File: config.mk
export PLATFORM = sky130hd
export DESIGN_NAME = tag_lookup_ctrl_flat
export DESIGN_NICKNAME = d
export VERILOG_FILES = /design/src/rtl/tag_lookup_ctrl_if.sv /design/src/rtl/tag_lookup_ctrl.sv /design/src/flat_wrapper.sv
export SDC_FILE = /design/constraint.sdc
export NUM_CORES = 1
export LEC_CHECK = 0
export BUFFER_PORTS_ARGS = -buffer_cell sky130_fd_sc_hd__buf_4
export CORE_ASPECT_RATIO = 1.5
export CORE_MARGIN = 2
export CORE_UTILIZATION = 35
export CTS_CLUSTER_DIAMETER = 60
export DETAILED_ROUTE_END_ITERATION = 7
export PLACE_DENSITY = 0.71
export SETUP_SLACK_MARGIN = 0.4
export SYNTH_ARGS = -nofsm -noshare
export SYNTH_HDL_FRONTEND = slang
export SYNTH_SLANG_ARGS = --single-unit
File: constraint.sdc
create_clock -name clock -period 1.6 [get_ports clock]
set_input_delay 0.16 -clock clock [delete_from_list [all_inputs] [get_ports clock]]
set_output_delay 0.16 -clock clock [all_outputs]
set_load 0.03 [all_outputs]
File: src/rtl/tag_lookup_ctrl_if.sv
// Request/response/fill/flush handshake bundle between a
// lookup client and the tag lookup controller.
interface tag_lookup_ctrl_if #(
    parameter int AWIDTH = 3,
    parameter int DWIDTH = 14
);
    localparam int TWIDTH = DWIDTH - 1;

    logic                     req_valid;
    logic                     req_ready;
    logic [TWIDTH+AWIDTH-1:0] req_addr;
    logic                     resp_valid;
    logic                     resp_ready;
    logic                     resp_hit;
    logic                     fill_valid;
    logic                     fill_ready;
    logic                     flush_req;
    logic                     flush_busy;

    modport master (
        output req_valid, req_addr, resp_ready,
        output fill_valid, flush_req,
        input  req_ready, resp_valid, resp_hit,
        input  fill_ready, flush_busy
    );

    modport slave (
        input  req_valid, req_addr, resp_ready,
        input  fill_valid, flush_req,
        output req_ready, resp_valid, resp_hit,
        output fill_ready, flush_busy
    );
endinterface

File: src/rtl/tag_lookup_ctrl.sv
// Lookup/refill/flush controller sitting in front of a
// synchronous-read tag RAM (entry = {valid, tag}).
module tag_lookup_ctrl #(
    parameter int AWIDTH = 3,
    parameter int DWIDTH = 14
) (
    input  logic              clock,
    input  logic              reset_n,
    tag_lookup_ctrl_if.slave  bus,
    output logic [AWIDTH-1:0] ram_addr,
    output logic [DWIDTH-1:0] ram_din,
    output logic              ram_we,
    input  logic [DWIDTH-1:0] ram_dout
);
    localparam int DEPTH  = 1 << AWIDTH;
    localparam int TWIDTH = DWIDTH - 1;
    localparam logic [AWIDTH-1:0] LAST = AWIDTH'(DEPTH - 1);

    typedef enum logic [2:0] {
        IDLE,
        CMP,
        RESP,
        MISS_WAIT,
        FLUSH
    } state_t;

    state_t            state_q, state_d;
    logic [AWIDTH-1:0] idx_q, idx_d;
    logic [TWIDTH-1:0] tag_q, tag_d;
    logic              hit_q, hit_d;
    logic [AWIDTH-1:0] cnt_q, cnt_d;

    logic req_ready;
    logic resp_valid;
    logic fill_ready;
    logic flush_busy;
    logic cmp_hit;

    assign cmp_hit = ram_dout[DWIDTH-1]
                   & (ram_dout[DWIDTH-2:0] == tag_q);

    assign bus.req_ready  = req_ready;
    assign bus.resp_valid = resp_valid;
    assign bus.resp_hit   = hit_q;
    assign bus.fill_ready = fill_ready;
    assign bus.flush_busy = flush_busy;

    always_ff @(posedge clock or negedge reset_n) begin
        if (!reset_n) begin
            state_q <= IDLE;
            idx_q   <= '0;
            tag_q   <= '0;
            hit_q   <= 1'b0;
            cnt_q   <= '0;
        end else begin
            state_q <= state_d;
            idx_q   <= idx_d;
            tag_q   <= tag_d;
            hit_q   <= hit_d;
            cnt_q   <= cnt_d;
        end
    end

    always_comb begin
        state_d    = state_q;
        idx_d      = idx_q;
        tag_d      = tag_q;
        hit_d      = hit_q;
        cnt_d      = cnt_q;
        req_ready  = 1'b0;
        resp_valid = 1'b0;
        fill_ready = 1'b0;
        flush_busy = 1'b0;
        ram_addr   = idx_q;
        ram_din    = '0;
        ram_we     = 1'b0;
        case (state_q)
            IDLE: begin
                // RAM address follows the request so dout is ready in CMP
                req_ready = !bus.flush_req;
                ram_addr  = bus.req_addr[AWIDTH-1:0];
                if (bus.flush_req) begin
                    state_d = FLUSH;
                    cnt_d   = '0;
                end else if (bus.req_valid) begin
                    idx_d   = bus.req_addr[AWIDTH-1:0];
                    tag_d   = bus.req_addr[AWIDTH+:TWIDTH];
                    state_d = CMP;
                end
            end
            CMP: begin
                hit_d   = cmp_hit;
                state_d = RESP;
            end
            RESP: begin
                resp_valid = 1'b1;
                if (bus.resp_ready) begin
                    state_d = hit_q ? IDLE : MISS_WAIT;
                end
            end
            MISS_WAIT: begin
                fill_ready = 1'b1;
                ram_din    = {1'b1, tag_q};
                ram_we     = bus.fill_valid;
                if (bus.fill_valid) begin
                    state_d = IDLE;
                end
            end
            FLUSH: begin
                flush_busy = 1'b1;
                ram_addr   = cnt_q;
                ram_we     = 1'b1;
                cnt_d      = cnt_q + 1'b1;
                if (cnt_q == LAST) begin
                    state_d = IDLE;
                end
            end
            default: begin
                state_d = IDLE;
            end
        endcase
    end
endmodule

File: src/flat_wrapper.sv
// flat-port wrapper written by rule: the top's interface ports become plain ports
module tag_lookup_ctrl_flat 
#(
    parameter int AWIDTH = 3,
    parameter int DWIDTH = 14
)
  (clock, reset_n, ram_addr, ram_din, ram_we, ram_dout, bus_req_valid, bus_req_addr, bus_resp_ready, bus_fill_valid, bus_flush_req, bus_req_ready, bus_resp_valid, bus_resp_hit, bus_fill_ready, bus_flush_busy);
  tag_lookup_ctrl_if #(.AWIDTH(AWIDTH), .DWIDTH(DWIDTH)) bus_i ();
  input  logic clock;
  input  logic reset_n;
  output logic [AWIDTH-1:0] ram_addr;
  output logic [DWIDTH-1:0] ram_din;
  output logic ram_we;
  input  logic [DWIDTH-1:0] ram_dout;
  input wire logic [$bits(bus_i.req_valid)-1:0] bus_req_valid;
  input wire logic [$bits(bus_i.req_addr)-1:0] bus_req_addr;
  input wire logic [$bits(bus_i.resp_ready)-1:0] bus_resp_ready;
  input wire logic [$bits(bus_i.fill_valid)-1:0] bus_fill_valid;
  input wire logic [$bits(bus_i.flush_req)-1:0] bus_flush_req;
  output wire logic [$bits(bus_i.req_ready)-1:0] bus_req_ready;
  output wire logic [$bits(bus_i.resp_valid)-1:0] bus_resp_valid;
  output wire logic [$bits(bus_i.resp_hit)-1:0] bus_resp_hit;
  output wire logic [$bits(bus_i.fill_ready)-1:0] bus_fill_ready;
  output wire logic [$bits(bus_i.flush_busy)-1:0] bus_flush_busy;
  assign bus_i.req_valid = bus_req_valid;
  assign bus_i.req_addr = bus_req_addr;
  assign bus_i.resp_ready = bus_resp_ready;
  assign bus_i.fill_valid = bus_fill_valid;
  assign bus_i.flush_req = bus_flush_req;
  assign bus_req_ready = bus_i.req_ready;
  assign bus_resp_valid = bus_i.resp_valid;
  assign bus_resp_hit = bus_i.resp_hit;
  assign bus_fill_ready = bus_i.fill_ready;
  assign bus_flush_busy = bus_i.flush_busy;
  tag_lookup_ctrl #(.AWIDTH(AWIDTH), .DWIDTH(DWIDTH)) u_core (.clock(clock), .reset_n(reset_n), .bus(bus_i), .ram_addr(ram_addr), .ram_din(ram_din), .ram_we(ram_we), .ram_dout(ram_dout));
endmodule
==> impl_metrics.env <==
export IMPL_end_kind="flop"
export IMPL_wl_met3_um=172
export IMPL_clockBufferDepth=2
export IMPL_leakagePower_nw=1.08
export IMPL_worstSkewPairLatency_ns=0.27
export IMPL_fin_nets=235
export IMPL_cp_required_ns=1.77
export IMPL_n_antenna_cell=0
export IMPL_clk_pin_slew_ns=0.09
export IMPL_crit_path_top_delay_cell="dfrtp_2"
export IMPL_tightestPinTransition_ns=0.309
export IMPL_grt_max_degree=24
export IMPL_postSynthCellCount=113
export IMPL_async_flop_share_pct=100
export IMPL_drc=0
export IMPL_avgSynthCellArea_um2=11.6
export IMPL_crit_top_cell="buf_6"
export IMPL_setup_viol=2
export IMPL_max_slew_margin_rel_pct=79.4
export IMPL_viasPerCell=5.00
export IMPL_postRouteAntennaNets=0
export IMPL_synth_edf_count=0
export IMPL_powerDensity_nw_per_um2=1380
export IMPL_sw_frac_of_total_pct=38.0
export IMPL_pwr_share_clk_pct=11.5
export IMPL_layout_common_cells="46 x buf_4, 32 x buf_6, 20 x dfrtp_1"
export IMPL_num_fill_cells=272
export IMPL_die_w_um=53.9
export IMPL_crit_chain="buf_6, nor4_4, buf_6, buf_12, nand2_8, mux2_4"
export IMPL_rows=27
export IMPL_initial_core_util_pct=36.2
export IMPL_regArea_um2=579
export IMPL_fin_ws_ns=-0.00682
export IMPL_fmax_ghz=0.622
export IMPL_cts_made_buffers=3
export IMPL_yosys_area_share_adder_pct=1.91
export IMPL_synth_compound_area_share_pct=6.88
export IMPL_yosys_area_share_simple_pct=16.4
export IMPL_synthXorXnorAreaFrac_pct=8.70
export IMPL_crit_buf_inv=3
export IMPL_seqPwrFrac_pct=34.7
export IMPL_ys_warn_count=0
export IMPL_fin_util_pct=65.8
export IMPL_firstDrtPassIters=4
export IMPL_synth_mux_area_share_pct=18.6
export IMPL_ctsHtreeMaxLevel=1
export IMPL_netlist_area_um2=1310
export IMPL_grt_pass1_vias=1323
export IMPL_cts_tree="yes"
export IMPL_worstPathArrival_ns=1.77
export IMPL_rsz0062_at_grt="yes"
export IMPL_violations="negative setup slack"
export IMPL_total_power_mw=3.29
export IMPL_grt_overflow_total=0
export IMPL_drt_met1_wl_um=1400
export IMPL_area_growth_pct=81.8
export IMPL_min_period_ns=1.61
export IMPL_die_h_um=78.9
export IMPL_synth_main_ff_cell="dfrtp_1"
export IMPL_max_cap_viol_count=0
export IMPL_cts_sinks=23
export IMPL_min_path_type="input pin to flop"
export IMPL_port_buffers=58
export IMPL_grt_pass1_wl_um=6380
export IMPL_synth_seq_area_share_pct=44.0
export IMPL_combPwrFrac_pct=53.8
export IMPL_timing_setup_tns_ns=-0.0135
export IMPL_whs_ns=0.112
export IMPL_final_cell_count_no_fill=239
export IMPL_syn_num_nets=151
export IMPL_gp_congestion=0.738
export IMPL_worstSetupPathType="flop to flop"
export IMPL_hold_violations=0
export IMPL_cp_slowest_stage_delay_ns=0.47
export IMPL_drtIter0Drc=25
export IMPL_wl_per_cell_um=17.0
export IMPL_path_delay_family="flip-flops"
export IMPL_fin_skew_ns=0.00472
export IMPL_synth_top_family_by_area="multiplexers"
export IMPL_status="finished, violations left"
export IMPL_ir_drop_v=0.00113
export IMPL_antenna_found_initial=0
export IMPL_ys_ff_latch=23
export IMPL_switching_power_mw=1.25
export IMPL_drv_slew=0
export IMPL_vias=1195
export IMPL_synth_distinct_cells=27
export IMPL_worstSetupStartpointType="flop"
export IMPL_fp_coreArea_um2=3610
export IMPL_io_pins=59
export IMPL_multi_input_area_um2=931
export IMPL_routed_top_layer="met4"
export IMPL_die_area_um2=4250
export IMPL_wl_met2_um=2360
export IMPL_p_int_mw=2.04
export IMPL_post_route_period_util_pct=100
export IMPL_hpwl_um=2670
export IMPL_routed_wl_um=4060
export IMPL_groute_usage_overall_pct=20.5
export IMPL_final_common_cell="buf_4"
export IMPL_drive_above_1_share_pct=71.9
export IMPL_root_buffer="clkbuf_8"
export IMPL_crit_fanout=8
export IMPL_place_inst=214
==> synth_stat cells (all sizes together) (2+ instances only) <==
library cell  number  area share, %
a21oi              5            1.9
a22o               2            1.3
and2              14            6.7
buf                3            2.3
dfrtp             23             44
ha                 2            1.9
inv                3           0.86
mux2              16             16
mux2i              3            2.3
nand2              6            2.3
nand4              3            1.4
nor2               7            2.0
o21ai              3            1.1
xnor2             13            8.7
==> worst reg2reg max path: stages (launching register included) <==
cell and delay [ns]:
dfrtp_2 0.47, buf_6 0.15, nor4_4 0.22, buf_6 0.17
buf_12 0.13, nand2_8 0.07, mux2_4 0.30
==> metal layers <==
metal | global-route usage [%] | vias to the layer above
met2 | 37.0 | 41
met4 | 8.72 | 0
met3 | 3.01 | 13
met1 | 22.8 | 580
met5 | 0 | -
li1 | - | 561
==> power groups by stage <==
stage	combinational, mW	clock [mW]	sequential [mW]
6_report	1.77	0.377	1.14
5_1_grt	1.87	0.407	1.18
4_1_cts	1.63	0.380	1.13
3_5_place_dp	1.31	0	1.13
3_3_place_gp	1.27	0	1.11
2_1_floorplan	0.960	0	1.07
==> flip-flops by register name, indices dropped and copies added (netlist names) <==
name,flops
u_core.cnt_q,3
u_core.tag_q,13
u_core.idx_q,3
u_core.state_q,3
u_core.bus.resp_hit,1
==> final cells by class <==
cell class / instances / area share, %
multi-input cells: 85 / 39.1
repair buffers: 81 / 31.8
flip-flops and latches: 23 / 24.3
well taps: 43 / 2.26
clock buffers: 3 / 1.74
inverters: 3 / 0.578
clock inverters: 1 / 0.210
==> through the flow <==
stage	instance area, um^2	setup slack [ns]
floorplan	1410	-0.192
global placement	1880	0.147
detailed placement	1880	0.0783
CTS	2290	0.0198
global route	2380	-0.0400
finish	2380	-0.00682
==> cells by family (layout without fill, tap and decap cells) <==
| logic type | after synthesis | count (layout) |
|---|---|---|
| compound gates | 14 | 14 |
| xor+xnor | 13 | 13 |
| fa+ha+maj | 2 | 2 |
| buf+inv | 7 | 88 |
| flops | 23 | 23 |
| mux | 19 | 19 |
| simple gates | 35 | 37 |
==> worst paths after layout <==
path                       depth (start not counted)  slack, ns                 to              start
max                                                6     -0.007    u_core.tag_q[7]  u_core.state_q[1]
min                                                2       0.11    u_core.tag_q[2]    bus_req_addr[5]
max reg2reg                                        6     -0.007    u_core.tag_q[7]  u_core.state_q[1]
min reg2reg                                        1       0.53    u_core.idx_q[2]    u_core.idx_q[2]
max in group asynchronous                          2       1.03  u_core.state_q[1]            reset_n
min in group asynchronous                          2       0.31    u_core.cnt_q[2]            reset_n
==> timing repair <==
action                                  in CTS  in global routing
pin swaps                                    4                  4
resized for setup                           51                 14
hold buffers                                 1                  0
buffers inserted                            14                  4
gates cloned                                 2                  0
endpoints found under the hold margin       23                  0
endpoints found under the setup margin      44                 43
Note: power is estimated with default switching activity, not from simulation.
